`config.mk`:
```
export PLATFORM = sky130hd
export DESIGN_NAME = muldiv_unit
export DESIGN_NICKNAME = d
export VERILOG_FILES = /design/src/rtl/muldiv_pkg.sv /design/src/rtl/muldiv_sign_prep.sv /design/src/rtl/muldiv_unit.sv
export SDC_FILE = /design/constraint.sdc
export NUM_CORES = 1
export LEC_CHECK = 0
export ABC_AREA = 1
export CAP_MARGIN = 20
export CORE_ASPECT_RATIO = 0.5
export CORE_UTILIZATION = 51
export CTS_BUF_LIST = sky130_fd_sc_hd__clkbuf_16
export DETAILED_ROUTE_END_ITERATION = 10
export MAX_ROUTING_LAYER = met4
export PLACE_DENSITY = 0.77
export SETUP_SLACK_MARGIN = 0.2
export SYNTH_ARGS = -nofsm -noshare
export SYNTH_HDL_FRONTEND = slang
export SYNTH_HIERARCHICAL = 1
export SYNTH_SLANG_ARGS = --single-unit
```
`constraint.sdc`:
```
create_clock -name clk -period 13.3 [get_ports clk]
set_input_delay 1.995 -clock clk [delete_from_list [all_inputs] [get_ports clk]]
set_output_delay 1.995 -clock clk [all_outputs]
set_load 0.01 [all_outputs]
```
`src/rtl/muldiv_pkg.sv`:
```
// Shared definitions for the iterative RV32M multiply/divide unit:
// operation and state encodings, special constants and operand-sign helpers.
package muldiv_pkg;

    typedef enum logic [2:0] {
        OP_MUL    = 3'b000,
        OP_MULH   = 3'b001,
        OP_MULHSU = 3'b010,
        OP_MULHU  = 3'b011,
        OP_DIV    = 3'b100,
        OP_DIVU   = 3'b101,
        OP_REM    = 3'b110,
        OP_REMU   = 3'b111
    } funct3_e;

    typedef enum logic [1:0] {
        IDLE,
        PREP,
        CALC,
        FIN
    } state_e;

    localparam logic [63:0] DIV0_QUOT     = '1;
    localparam logic [6:0]  FUNCT7_MULDIV = 7'b0000001;

    function automatic logic op_signed_a(input funct3_e op);
        return (op == OP_MULH) || (op == OP_MULHSU) || (op == OP_DIV) || (op == OP_REM);
    endfunction

    function automatic logic op_signed_b(input funct3_e op);
        return (op == OP_MULH) || (op == OP_DIV) || (op == OP_REM);
    endfunction

    function automatic logic op_is_div(input funct3_e op);
        return op[2];
    endfunction

endpackage

```
`src/rtl/muldiv_sign_prep.sv`:
```
// Combinational sign handling: operand magnitudes and sign flags on the way in,
// conditional two's-complement negate of the raw result on the way out.
module muldiv_sign_prep
    import muldiv_pkg::*;
#(
    parameter int DATA_WIDTH = 32
) (
    input  logic [2:0]              funct3,
    input  logic [DATA_WIDTH-1:0]   src_a,
    input  logic [DATA_WIDTH-1:0]   src_b,
    input  logic [2*DATA_WIDTH-1:0] raw,
    input  logic                    negate,
    output logic [DATA_WIDTH-1:0]   abs_a,
    output logic [DATA_WIDTH-1:0]   abs_b,
    output logic                    neg_a,
    output logic                    neg_b,
    output logic [2*DATA_WIDTH-1:0] fixed
);

    funct3_e op;

    // The most-negative value maps onto itself, which is the correct unsigned magnitude.
    always_comb begin
        op    = funct3_e'(funct3);
        neg_a = op_signed_a(op) & src_a[DATA_WIDTH-1];
        neg_b = op_signed_b(op) & src_b[DATA_WIDTH-1];
        abs_a = neg_a ? -src_a : src_a;
        abs_b = neg_b ? -src_b : src_b;
        fixed = negate ? -raw : raw;
    end

endmodule

```
`src/rtl/muldiv_unit.sv`:
```
// Iterative radix-2 multiply/divide unit for the RV32M instructions:
// shift-add multiply, restoring divide, fixed latency of CYCLES+2 cycles.
module muldiv_unit
    import muldiv_pkg::*;
#(
    parameter int DATA_WIDTH = 32,
    parameter int CYCLES     = DATA_WIDTH
) (
    input  logic                  clk,
    input  logic                  reset,
    input  logic                  start,
    input  logic                  flush,
    input  logic [2:0]            Funct3,
    input  logic [DATA_WIDTH-1:0] SrcA,
    input  logic [DATA_WIDTH-1:0] SrcB,
    output logic                  busy,
    output logic                  done,
    output logic [DATA_WIDTH-1:0] Result
);

    localparam int W  = DATA_WIDTH;
    localparam int CW = (CYCLES > 1) ? $clog2(CYCLES) : 1;

    state_e          state, state_next;
    funct3_e         op_q;
    logic [W-1:0]    a_q, b_q, mag_b_q, result_q;
    logic [2*W:0]    acc;
    logic [CW-1:0]   count;
    logic            prod_neg, rem_neg;

    logic [W-1:0]    abs_a, abs_b;
    logic            neg_a, neg_b;
    logic [2*W-1:0]  fix_raw, fixed;
    logic            fix_neg;
    logic [W-1:0]    final_value;

    logic [W:0]      mul_sum;
    logic [2*W:0]    mul_next;
    logic [2*W:0]    div_shift;
    logic [W:0]      div_diff;
    logic            div_ge;
    logic [2*W:0]    div_next;

    muldiv_sign_prep #(
        .DATA_WIDTH (W)
    ) u_sign (
        .funct3 (op_q),
        .src_a  (a_q),
        .src_b  (b_q),
        .raw    (fix_raw),
        .negate (fix_neg),
        .abs_a  (abs_a),
        .abs_b  (abs_b),
        .neg_a  (neg_a),
        .neg_b  (neg_b),
        .fixed  (fixed)
    );

    // A flush from any busy state wins over the normal sequence.
    always_comb begin
        state_next = state;
        case (state)
            IDLE: if (start && !flush) state_next = PREP;
            PREP: state_next = CALC;
            CALC: if (count == '0) state_next = FIN;
            FIN:  state_next = IDLE;
            default: state_next = IDLE;
        endcase
        if (flush && (state != IDLE)) state_next = IDLE;
    end

    always_comb begin
        mul_sum   = acc[2*W:W] + (acc[0] ? {1'b0, mag_b_q} : '0);
        mul_next  = {1'b0, mul_sum, acc[W-1:1]};
        div_shift = {acc[2*W-1:0], 1'b0};
        div_ge    = div_shift[2*W:W] >= {1'b0, mag_b_q};
        div_diff  = div_shift[2*W:W] - {1'b0, mag_b_q};
        div_next  = div_ge ? {div_diff, div_shift[W-1:1], 1'b1} : div_shift;
    end

    // Divide by zero bypasses the sign fix-up, since the raw quotient/remainder would be negated.
    always_comb begin
        fix_raw     = acc[2*W-1:0];
        fix_neg     = prod_neg;
        final_value = fixed[W-1:0];
        case (op_q)
            OP_MULH, OP_MULHSU, OP_MULHU: final_value = fixed[2*W-1:W];
            OP_DIV, OP_DIVU: begin
                fix_raw     = {{W{1'b0}}, acc[W-1:0]};
                final_value = (b_q == '0) ? DIV0_QUOT[W-1:0] : fixed[W-1:0];
            end
            OP_REM, OP_REMU: begin
                fix_raw     = {{W{1'b0}}, acc[2*W-1:W]};
                fix_neg     = rem_neg;
                final_value = (b_q == '0) ? a_q : fixed[W-1:0];
            end
            default: ;
        endcase
    end

    assign busy   = (state != IDLE);
    assign done   = (state == FIN) && !flush;
    assign Result = done ? final_value : result_q;

    always_ff @(posedge clk or posedge reset) begin
        if (reset) state <= IDLE;
        else       state <= state_next;
    end

    always_ff @(posedge clk or posedge reset) begin
        if (reset) begin
            op_q     <= OP_MUL;
            a_q      <= '0;
            b_q      <= '0;
            mag_b_q  <= '0;
            acc      <= '0;
            count    <= '0;
            prod_neg <= 1'b0;
            rem_neg  <= 1'b0;
            result_q <= '0;
        end else begin
            case (state)
                IDLE: begin
                    if (start && !flush) begin
                        op_q <= funct3_e'(Funct3);
                        a_q  <= SrcA;
                        b_q  <= SrcB;
                    end
                end
                PREP: begin
                    acc      <= {{(W+1){1'b0}}, abs_a};
                    mag_b_q  <= abs_b;
                    prod_neg <= neg_a ^ neg_b;
                    rem_neg  <= neg_a;
                    count    <= CW'(CYCLES - 1);
                end
                CALC: begin
                    acc <= op_is_div(op_q) ? div_next : mul_next;
                    if (count != '0) count <= count - 1'b1;
                end
                FIN: begin
                    if (!flush) result_q <= final_value;
                end
                default: ;
            endcase
        end
    end

endmodule

```
-- Word level (Yosys, flattened, before mapping)
Index checks and enable logic that the tools add are counted.
- add/subtract/negate cells: 6
- multipliers: 0
- divide/modulo/power cells: 0
- order comparisons: 1
- equal/unequal tests: 13
- shift-type cells: 0
- muxes and demuxes: 19
- bitwise gates (word level): 4
- reductions and logical operators: 22
- operator list (cell ; count):
    2-to-1 mux 32 bit ; 6
    2-to-1 mux 65 bit ; 2
    one-hot mux 65 bit (2 select lines) ; 1
    one-hot mux 64 bit (2 select lines) ; 1
    one-hot mux 32 bit (3 select lines) ; 1
    2-to-1 mux 64 bit ; 1
    negator 32 bit ; 2
    negator 64 bit ; 1
    adder 33 x 32 -> 33 bit ; 1
    >= comparator 33 x 32 -> 1 bit ; 1
    subtractor 33 x 32 -> 33 bit ; 1
    logical NOT 32 bit ; 1
    equality test 3 bit, second input constant ; 4
    one-hot mux 5 bit (2 select lines) ; 1
    one-hot mux 2 bit (4 select lines) ; 1
    AND reduction 2 bit ; 4
    equality test 3 x 2 -> 1 bit, second input constant ; 2
    2-to-1 mux 2 bit ; 3
    inequality test 3 bit, second input constant ; 2
    logical NOT 5 bit ; 1
    logical OR 1 bit ; 5
    2-to-1 mux 5 bit ; 1
    nonzero test 5 bit ; 1
    subtractor 5 x 1 -> 5 bit, second input constant ; 1
    14 further kinds ; 20
- bits in registers: 205
- bits in latches: 0
- RAM bits: 0
- ROM bits: 0
- input bits: 71
- output and inout bits: 34
- logic and storage cells: 75
- memories kept: 0

-- Logic depth before layout (Yosys ltp)
Gate-level depths: netlist of the first run.
- word-level depth: 8
- mapped depth: 21
- gate-level depth less buffers: 19

-- Modules after synthesis
The synthesis of the first run kept the hierarchy.
- by module, submodules not included (module ; instances ; cells an instance ; area an instance (um2) ; seq. area each (um2)):
    muldiv_unit ; 1 ; 2375 ; 16027.9 ; 5129.9
    muldiv_sign_prep ; 1 ; 889 ; 4251.6 ; 0.0

-- Worst setup path after synthesis of the first run
OpenSTA, ideal clock, no wires.
- path kind: input -> output
- start point: input port flush
- end point: output port Result[0]
- arrival time: 2994 ps
- data required time: 11305 ps
- slack: 8311 ps
- stages: 5
- buffers on the path: 2
- cell sequence: nor2_1 clkbuf_1 clkbuf_1 nor2_1 a21oi_1
- word-level cells in the longest chain between the ends: 3
- ends and longest elaborated chain (element ; RTL line ; source):
    from (decl) ; muldiv_unit.sv:12 ; input logic flush,
    logical NOT 1 bit ; n/a ;
    logical AND 1 bit ; muldiv_unit.sv:102 ; assign done = (state == FIN) && !flush;
    via done ; muldiv_unit.sv:17 ; output logic done,
    2-to-1 mux 32 bit ; muldiv_unit.sv:103 ; assign Result = done ? final_value : result_q;
    to (decl) ; muldiv_unit.sv:18 ; output logic [DATA_WIDTH-1:0] Result
The timed path passes the listed nets, and every way through them passes these cells.

-- Worst setup path in the final report of the first run
- start point: register op_q[2]
- end point: output port Result[11]
- elaborated cells between the ends (all ways): 18
- those cells by class: 1 x add/sub; 7 x eq/ne; 7 x mux; 3 x reduce/logical
- RTL lines (element ; RTL line ; source):
    from (decl) ; muldiv_unit.sv:25 ; funct3_e op_q;
    from (signal assigned) ; muldiv_unit.sv:125 ; op_q <= funct3_e'(Funct3);
    equality test 3 bit ; muldiv_unit.sv:86 ; case (op_q)
    OR reduction 2 bit (*) ; muldiv_unit.sv:86 ;
    2-to-1 mux 1 bit (*) ; muldiv_unit.sv:86 ;
    via fix_neg ; muldiv_unit.sv:34 ; logic fix_neg;
    2-to-1 mux 64 bit (*) ; muldiv_sign_prep.sv:29 ; fixed = negate ? -raw : raw;
    via fixed[11] ; muldiv_unit.sv:33 ; logic [2*W-1:0] fix_raw, fixed;
    2-to-1 mux 32 bit, on equally long branches ; muldiv_unit.sv:95, muldiv_unit.sv:90 ;
    one-hot mux 32 bit (3 select lines) (*) ; muldiv_unit.sv:86 ;
    2-to-1 mux 32 bit (*) ; muldiv_unit.sv:103 ;
The timed path passes the listed nets; every way through them passes the cells marked *.

==> impl_summary.log, run 1 <==
[metrics] portion of the post-synthesis area used by sequential elements: 0.253
[metrics] width of the die: 284 um
[metrics] number of warnings issued by yosys: 6
[metrics] CTS Root Cell: sky130_fd_sc_hd__clkbuf_16
[metrics] Die ar.: 40600 um^2
[metrics] Crit path largest cell delay: 1000 ps
[metrics] vias per cell: 5.65
[metrics] DR WL met2: 31.6 mm
[metrics] # setup viols final: 0
[metrics] kind of start point of the critical path: register
[metrics] final-layout fill cell count: 3974
[metrics] worst-skew pair later-pin latency: 570 ps
[metrics] Detail Route Antenna Nets: 0
[metrics] setup repair after global routing missed its margin: false
[metrics] number of design-rule violations left by the first detailed-router iteration: 2620
[metrics] multi-input gate area in the final layout: 12800 um^2
[metrics] Max Root-Sink Buffers: 3
[metrics] Total GRT Usage: 0.380
[metrics] placer congestion estimate: 1.06
[metrics] nets in the synthesized netlist: 3410
[metrics] final WL: 76.4 mm
[metrics] Critical Setup Path Class: register to output pin
[metrics] wire length of the first global-routing pass: 115 mm
[metrics] starting density of the core: 0.519
[metrics] setup TNS: 0 ps
[metrics] number of max-slew violations in the final report: 0
[metrics] Post-CTS Hold Fix Bufs: 0
[metrics] number of core rows: 51
[metrics] clock tree from TritonCTS: built
[metrics] clock-pin slew of the registers on the worst-case setup and hold paths: 60 ps
[metrics] area share of the largest cell type after synthesis: 0.253
[metrics] worst-case headroom to the max-slew limit: 0.278
[metrics] flip-flop and latch count after synthesis: 205
[metrics] cell at the slowest stage of the critical path: sky130_fd_sc_hd__dfrtp_4
[metrics] maximum number of pins on one net before global-route repair: 98
[metrics] Post-route DRC: 0
[metrics] clock sink count: 205
[metrics] origin of the worst min-delay path: count[0]
[metrics] number of iterations in the first detailed-routing pass: 6
[metrics] reg-to-reg endpoint: result_q[22]
[metrics] primary flip-flop cell chosen by synthesis mapping: sky130_fd_sc_hd__dfrtp_1
[metrics] class of the tightest hold or removal check: register to register
[metrics] hold violation total from the final report: 0
[metrics] number of antenna violations at the first check in global routing: 0
[metrics] path depth of the worst reg2reg path: 15
[metrics] kind of capture point of the worst setup path: output pin
[metrics] maximum clock frequency: 135 MHz
[metrics] Placeable Area: 39100 um^2
[metrics] routed wl met3: 7.85 mm
[metrics] sequential cell area: 5130 um^2
[metrics] io pins: 105
[metrics] cells after synthesis: 3264
[metrics] final critical-path required period: 7420 ps
[metrics] post-CTS sizing: 0
[metrics] worst reg-to-reg setup slack: 8840 ps
[metrics] final net count: 3445
[metrics] post-route core utilization: 0.571
[metrics] reg-to-reg critical path startpoint: op_q[2]
[metrics] CTS Buf Count: 23
[metrics] required time at the endpoint of the critical path: 11310 ps
[metrics] # Post-CTS Setup Buffers: 0
[metrics] metal1 wirelength: 34.9 mm
[metrics] most frequent cells in the layout: 979 x sky130_fd_sc_hd__nand2_1, 491 x sky130_fd_sc_hd__inv_1, 353 x sky130_fd_sc_hd__nor2_1, 216 x sky130_fd_sc_hd__o21ai_0, 204 x sky130_fd_sc_hd__dfrtp_1
[metrics] Worst Path Arrival: 5420 ps
[metrics] Wirelength per Cell: 19.9 um
[metrics] transition time at the pin with the least slew margin: 1080 ps
[metrics] depth of the CTS H-tree: 1
[metrics] Max FO, Critical Path: 79
[metrics] Post-synth EDFFs: 0
[metrics] vias after detailed routing: 21700
[metrics] HPWL after detailed placement: 60.2 mm
[metrics] Yosys top cell by area: sky130_fd_sc_hd__dfrtp_1
[metrics] post-synthesis cell area: 20300 um^2
[metrics] Final Cycle Share: 0.558
[metrics] Synth-to-Final Area Change: 10.0%
[metrics] WHS Endpoint: count[0]
[metrics] cell types with the largest area share after synthesis: sky130_fd_sc_hd__dfrtp_1 25%, sky130_fd_sc_hd__nand2_1 18%, sky130_fd_sc_hd__inv_1 9.1%
[metrics] cells along the critical path: nand2_2, o21ai_4, buf_4, inv_1, o21ai_2, xor2_1, inv_1, o22ai_1, nand2_1, a21oi_1, clkdlybuf4s50_1
[metrics] worst-case clock skew: 35.1 ps
[metrics] floorplan die height: 143 um
[metrics] number of buffers added on ports: 104
[metrics] number of global-route vias before repair: 19600
[metrics] top routing layer in use: met4
[metrics] status: finished clean
[metrics] leading cell type in the layout, fill and taps excluded: sky130_fd_sc_hd__nand2_1
[metrics] per-instance average area after synthesis: 6.21 um^2
[metrics] async set-reset flop share out of synthesis: 1.00
[metrics] Remaining Overflow, GRT: 0
[metrics] crit-path most repeated cell: sky130_fd_sc_hd__inv_1
[metrics] layout cell share with drive strength beyond 1: 0.0857
[metrics] Netlist cell types: 54
[metrics] max-cap violation count: 0
[metrics] Hold Path Depth: 1
-- worst max-delay path, delay by kind of cell, from the launching register on --
family	cells	cell delay (ps)
buffers and inverters	4	1890
and+or+nand+nor	2	700
AOI/OAI and AO/OA	4	1040
xor gates and xnor gates	1	220
DFF	1	1000
-- synth_stat cells, types with 9 or more instances --
master / number
sky130_fd_sc_hd__a21oi_1: 153
sky130_fd_sc_hd__a22oi_1: 32
sky130_fd_sc_hd__buf_1: 16
sky130_fd_sc_hd__clkbuf_1: 69
sky130_fd_sc_hd__dfrtp_1: 205
sky130_fd_sc_hd__ha_1: 73
sky130_fd_sc_hd__inv_1: 491
sky130_fd_sc_hd__inv_2: 19
sky130_fd_sc_hd__mux2_2: 66
sky130_fd_sc_hd__nand2_1: 980
sky130_fd_sc_hd__nand2_2: 17
sky130_fd_sc_hd__nand2_4: 23
sky130_fd_sc_hd__nand3_1: 180
sky130_fd_sc_hd__nand3_2: 22
sky130_fd_sc_hd__nand3b_1: 18
sky130_fd_sc_hd__nand4_1: 33
sky130_fd_sc_hd__nor2_1: 356
sky130_fd_sc_hd__nor2_2: 9
sky130_fd_sc_hd__nor3_1: 31
sky130_fd_sc_hd__o21ai_0: 217
sky130_fd_sc_hd__o21bai_1: 10
sky130_fd_sc_hd__o22ai_1: 32
sky130_fd_sc_hd__or2_2: 37
sky130_fd_sc_hd__xnor2_1: 42
sky130_fd_sc_hd__xor2_1: 51
-- layout make-up --
cell class / count / share of cell area
well taps: 530 / 0.0297
clock buffers: 23 / 0.0258
multi-input cells: 2441 / 0.572
clock inverters: 18 / 0.00521
inverters: 511 / 0.0864
diodes: 1 / 0.000112
repair buffers: 117 / 0.0510
flip-flops and latches: 205 / 0.230
-- sequential cells by signal (all words and copies together) (netlist names), 2 cells and up --
signal    count
b_q          32
acc          65
mag_b_q      32
count         5
op_q          3
state         2
result_q     32
a_q          32
-- cells by family after synthesis --
logic type      count (synthesis)  share of synthesized area
xor+xnor                       93                     0.0402
flops                         205                      0.253
buf+inv                       618                      0.120
compound gates                474                      0.130
simple gates                 1733                      0.373
fa+ha+maj                      75                     0.0470
mux                            66                     0.0366
-- layer usage --
layer / up-vias / track usage
met5: - / -
met4: 0 / 0.0999
met3: 111 / 0.0695
met2: 990 / 0.539
met1: 10200 / 0.549
li1: 10400 / -
-- how the worst max path moves through the flow --
| stage | slack [ps] | to | startpoint |
|---|---|---|---|
| after CTS | 5960 | Result[11] | op_q[2] |
| final | 5880 | Result[11] | op_q[2] |
| after floorplan | 5710 | a_q[0] | reset |
| after detailed placement | 6520 | Result[11] | op_q[2] |
| after global placement | 6530 | Result[11] | op_q[2] |
| after global routing | 5580 | Result[22] | op_q[2] |
-- metrics by stage --
stage | cells | instance area, um^2 | hold WS, ps | setup WS, ps
after floorplan | 3264 | 20300 | 453 | 5710
final | 3846 | 22300 | 503 | 5880
after detailed placement | 3804 | 21600 | 493 | 6520
after global placement | 3804 | 21600 | 482 | 6530
after global routing | 3845 | 22300 | 538 | 5580
after CTS | 3845 | 22300 | 504 | 5960
Power of run 1 is not shown: default switching activity piles up to over one toggle a cycle in this logic, so the estimate is an artifact.
==> run 2, diff against run 1 <==
Settings changed: PLACE_DENSITY 0.77 to 0.8.
Clock period 13.3 ns to 6.5 ns, I/O delays scaled along.
==> run 2 against run 1 <==
  * Global-route usage fell by 0.41 points
  * Count of clock-buffer cells in the layout did not move
  * Register-to-register slack got worse by 6100 ps
  * Hold slack got worse by 15 ps
  * Non-clock buffer count rose by 1
  * Sequential share of layout area fell by 0.16 points
  * Critical path depth rose by 4
  * Setup slack got worse by 5100 ps
  * Wire length fell by 1.7%
  * Core utilization rose by 0.39 points
==> impl_summary.log, run 2 (same netlist as run 1, synthesis figures left out) <==
[metrics] final critical-path required period: 5690 ps
[metrics] Final Instance Area: 22500 um^2
[metrics] transition time at the pin with the least slew margin: 1030 ps
[metrics] Synth-to-Final Area Change: 10.8%
[metrics] wire length of the first global-routing pass: 114 mm
[metrics] Remaining Overflow, GRT: 0
[metrics] final-layout fill cell count: 4020
[metrics] CTS Root Cell: sky130_fd_sc_hd__clkbuf_16
[metrics] hold violation total from the final report: 0
[metrics] sequential cell area: 5130 um^2
[metrics] post-CTS sizing: 0
[metrics] static leakage: 11.8 nW
[metrics] Placed Cells incl. Taps: 3804
[metrics] kind of capture point of the worst setup path: output pin
[metrics] required time at the endpoint of the critical path: 5520 ps
[metrics] Detail Route Antenna Nets: 0
[metrics] CTS Buf Count: 23
[metrics] Max Root-Sink Buffers: 3
[metrics] maximum number of pins on one net before global-route repair: 155
[metrics] Final Cycle Share: 0.875
[metrics] areal power density over the cells: 646 nW/um^2
[metrics] origin of the worst min-delay path: count[0]
[metrics] Critical Setup Path Class: register to output pin
[metrics] Max FO, Critical Path: 37
[metrics] reg-to-reg endpoint: result_q[4]
[metrics] width of the die: 284 um
[metrics] vias after detailed routing: 21800
[metrics] path depth of the worst reg2reg path: 15
[metrics] kind of start point of the critical path: register
[metrics] io pins: 105
[metrics] instance area after placement: 21600 um^2
[metrics] maximum resistive drop on vdd: 0.378 mV
[metrics] starting density of the core: 0.519
[metrics] final net count: 3446
[metrics] number of global-route vias before repair: 19600
[metrics] placer congestion estimate: 1.03
[metrics] Total GRT Usage: 0.376
[metrics] # Post-CTS Setup Buffers: 0
[metrics] number of antenna violations at the first check in global routing: 1
[metrics] maximum clock frequency: 176 MHz
[metrics] Post-route DRC: 0
[metrics] worst-case headroom to the max-slew limit: 0.312
[metrics] post-route core utilization: 0.575
[metrics] number of design-rule violations left by the first detailed-router iteration: 2627
[metrics] Die ar.: 40600 um^2
[metrics] clock sink count: 205
[metrics] reg-to-reg critical path startpoint: op_q[2]
[metrics] Placeable Area: 39100 um^2
[metrics] vias per cell: 5.66
[metrics] HPWL after detailed placement: 60.0 mm
[metrics] Wirelength per Cell: 19.5 um
[metrics] number of iterations in the first detailed-routing pass: 8
[metrics] leading cell type in the layout, fill and taps excluded: sky130_fd_sc_hd__nand2_1
[metrics] max-cap violation count: 0
[metrics] register with the highest flop count: acc
[metrics] layout cell share with drive strength beyond 1: 0.0874
[metrics] floorplan die height: 143 um
[metrics] clock-pin slew of the registers on the worst-case setup and hold paths: 70 ps
[metrics] number of core rows: 51
[metrics] depth of the CTS H-tree: 1
[metrics] number of buffers added on ports: 104
[metrics] # setup viols final: 0
[metrics] multi-input gate area in the final layout: 12800 um^2
[metrics] Hold Path Depth: 1
[metrics] setup repair after global routing missed its margin: false
[metrics] worst-case clock skew: 27.1 ps
[metrics] most frequent cells in the layout: 979 x sky130_fd_sc_hd__nand2_1, 493 x sky130_fd_sc_hd__inv_1, 353 x sky130_fd_sc_hd__nor2_1, 216 x sky130_fd_sc_hd__o21ai_0, 204 x sky130_fd_sc_hd__dfrtp_1
[metrics] Worst Path Arrival: 4710 ps
[metrics] max reg flops: 65
[metrics] worst-skew pair later-pin latency: 560 ps
[metrics] number of max-slew violations in the final report: 0
[metrics] final WL: 75.1 mm
[metrics] setup TNS: 0 ps
[metrics] clock tree from TritonCTS: built
[metrics] number of standard cells in the layout, taps in and fillers out: 3850
[metrics] worst reg-to-reg setup slack: 2790 ps
[metrics] status: finished clean
[metrics] WHS Endpoint: count[0]
[metrics] class of the tightest hold or removal check: register to register
[metrics] Post-CTS Hold Fix Bufs: 0
run 2: cell count changes in the layout (fill, tap and decap cells not counted), sizes merged:
cell,delta
inv,+3
diode,+2
bufinv,+3
buf,+1
clkinv,-8
clkinvlp,+3
run 2: routing by layer:
metal	part of all wire	up-vias	track usage
li1	-	10400	-
met3	0.089	106	0.0441
met2	0.42	988	0.552
met5	0	-	-
met4	0.025	0	0.0954
met1	0.46	10300	0.546
run 2: critical path: stages (launching register included):
cell,delay [ps]
sky130_fd_sc_hd__dfrtp_4,480
sky130_fd_sc_hd__nand2_2,550
sky130_fd_sc_hd__buf_4,410
sky130_fd_sc_hd__o21ai_0,170
sky130_fd_sc_hd__inv_1,100
sky130_fd_sc_hd__ha_1,170
sky130_fd_sc_hd__nand3_1,110
sky130_fd_sc_hd__nand2_1,220
sky130_fd_sc_hd__nand3_1,210
sky130_fd_sc_hd__a21oi_2,390
sky130_fd_sc_hd__xnor2_1,250
sky130_fd_sc_hd__inv_1,90
sky130_fd_sc_hd__o22ai_1,170
sky130_fd_sc_hd__nand2_1,80
sky130_fd_sc_hd__a21oi_1,180
sky130_fd_sc_hd__clkdlybuf4s50_1,570
run 2: area by class of cell:
class                   instances  share of cell area
diodes                          3            0.000334
inverters                     511              0.0857
clock buffers                  23              0.0256
multi-input cells            2441               0.568
repair buffers                118              0.0527
well taps                     530              0.0295
flip-flops and latches        205               0.229
clock inverters                19             0.00991
run 2: where the power goes:
part           internal [mW]  switching [mW]
clock                  0.816           0.616
sequential              1.89           0.790
combinational           3.41            6.99
run 2: worst max path at each step:
stage	from	end	slack [ps]
2_1_floorplan	op_q[2]	Result[26]	2720
3_3_place_gp	op_q[1]	Result[28]	1520
3_5_place_dp	op_q[2]	Result[28]	1490
4_1_cts	op_q[2]	Result[28]	900
5_1_grt	op_q[2]	Result[4]	590
6_report	op_q[2]	Result[28]	810
run 2: stage by stage:
stage	hold slack, ps	power (mW)	worst slack (ps)
floorplan	453	9.83	2720
global placement	480	12.7	1520
detailed placement	484	12.8	1490
CTS	493	14.2	900
global route	537	15.6	593
finish	488	14.5	813
Power figures use the tool's default switching activity.
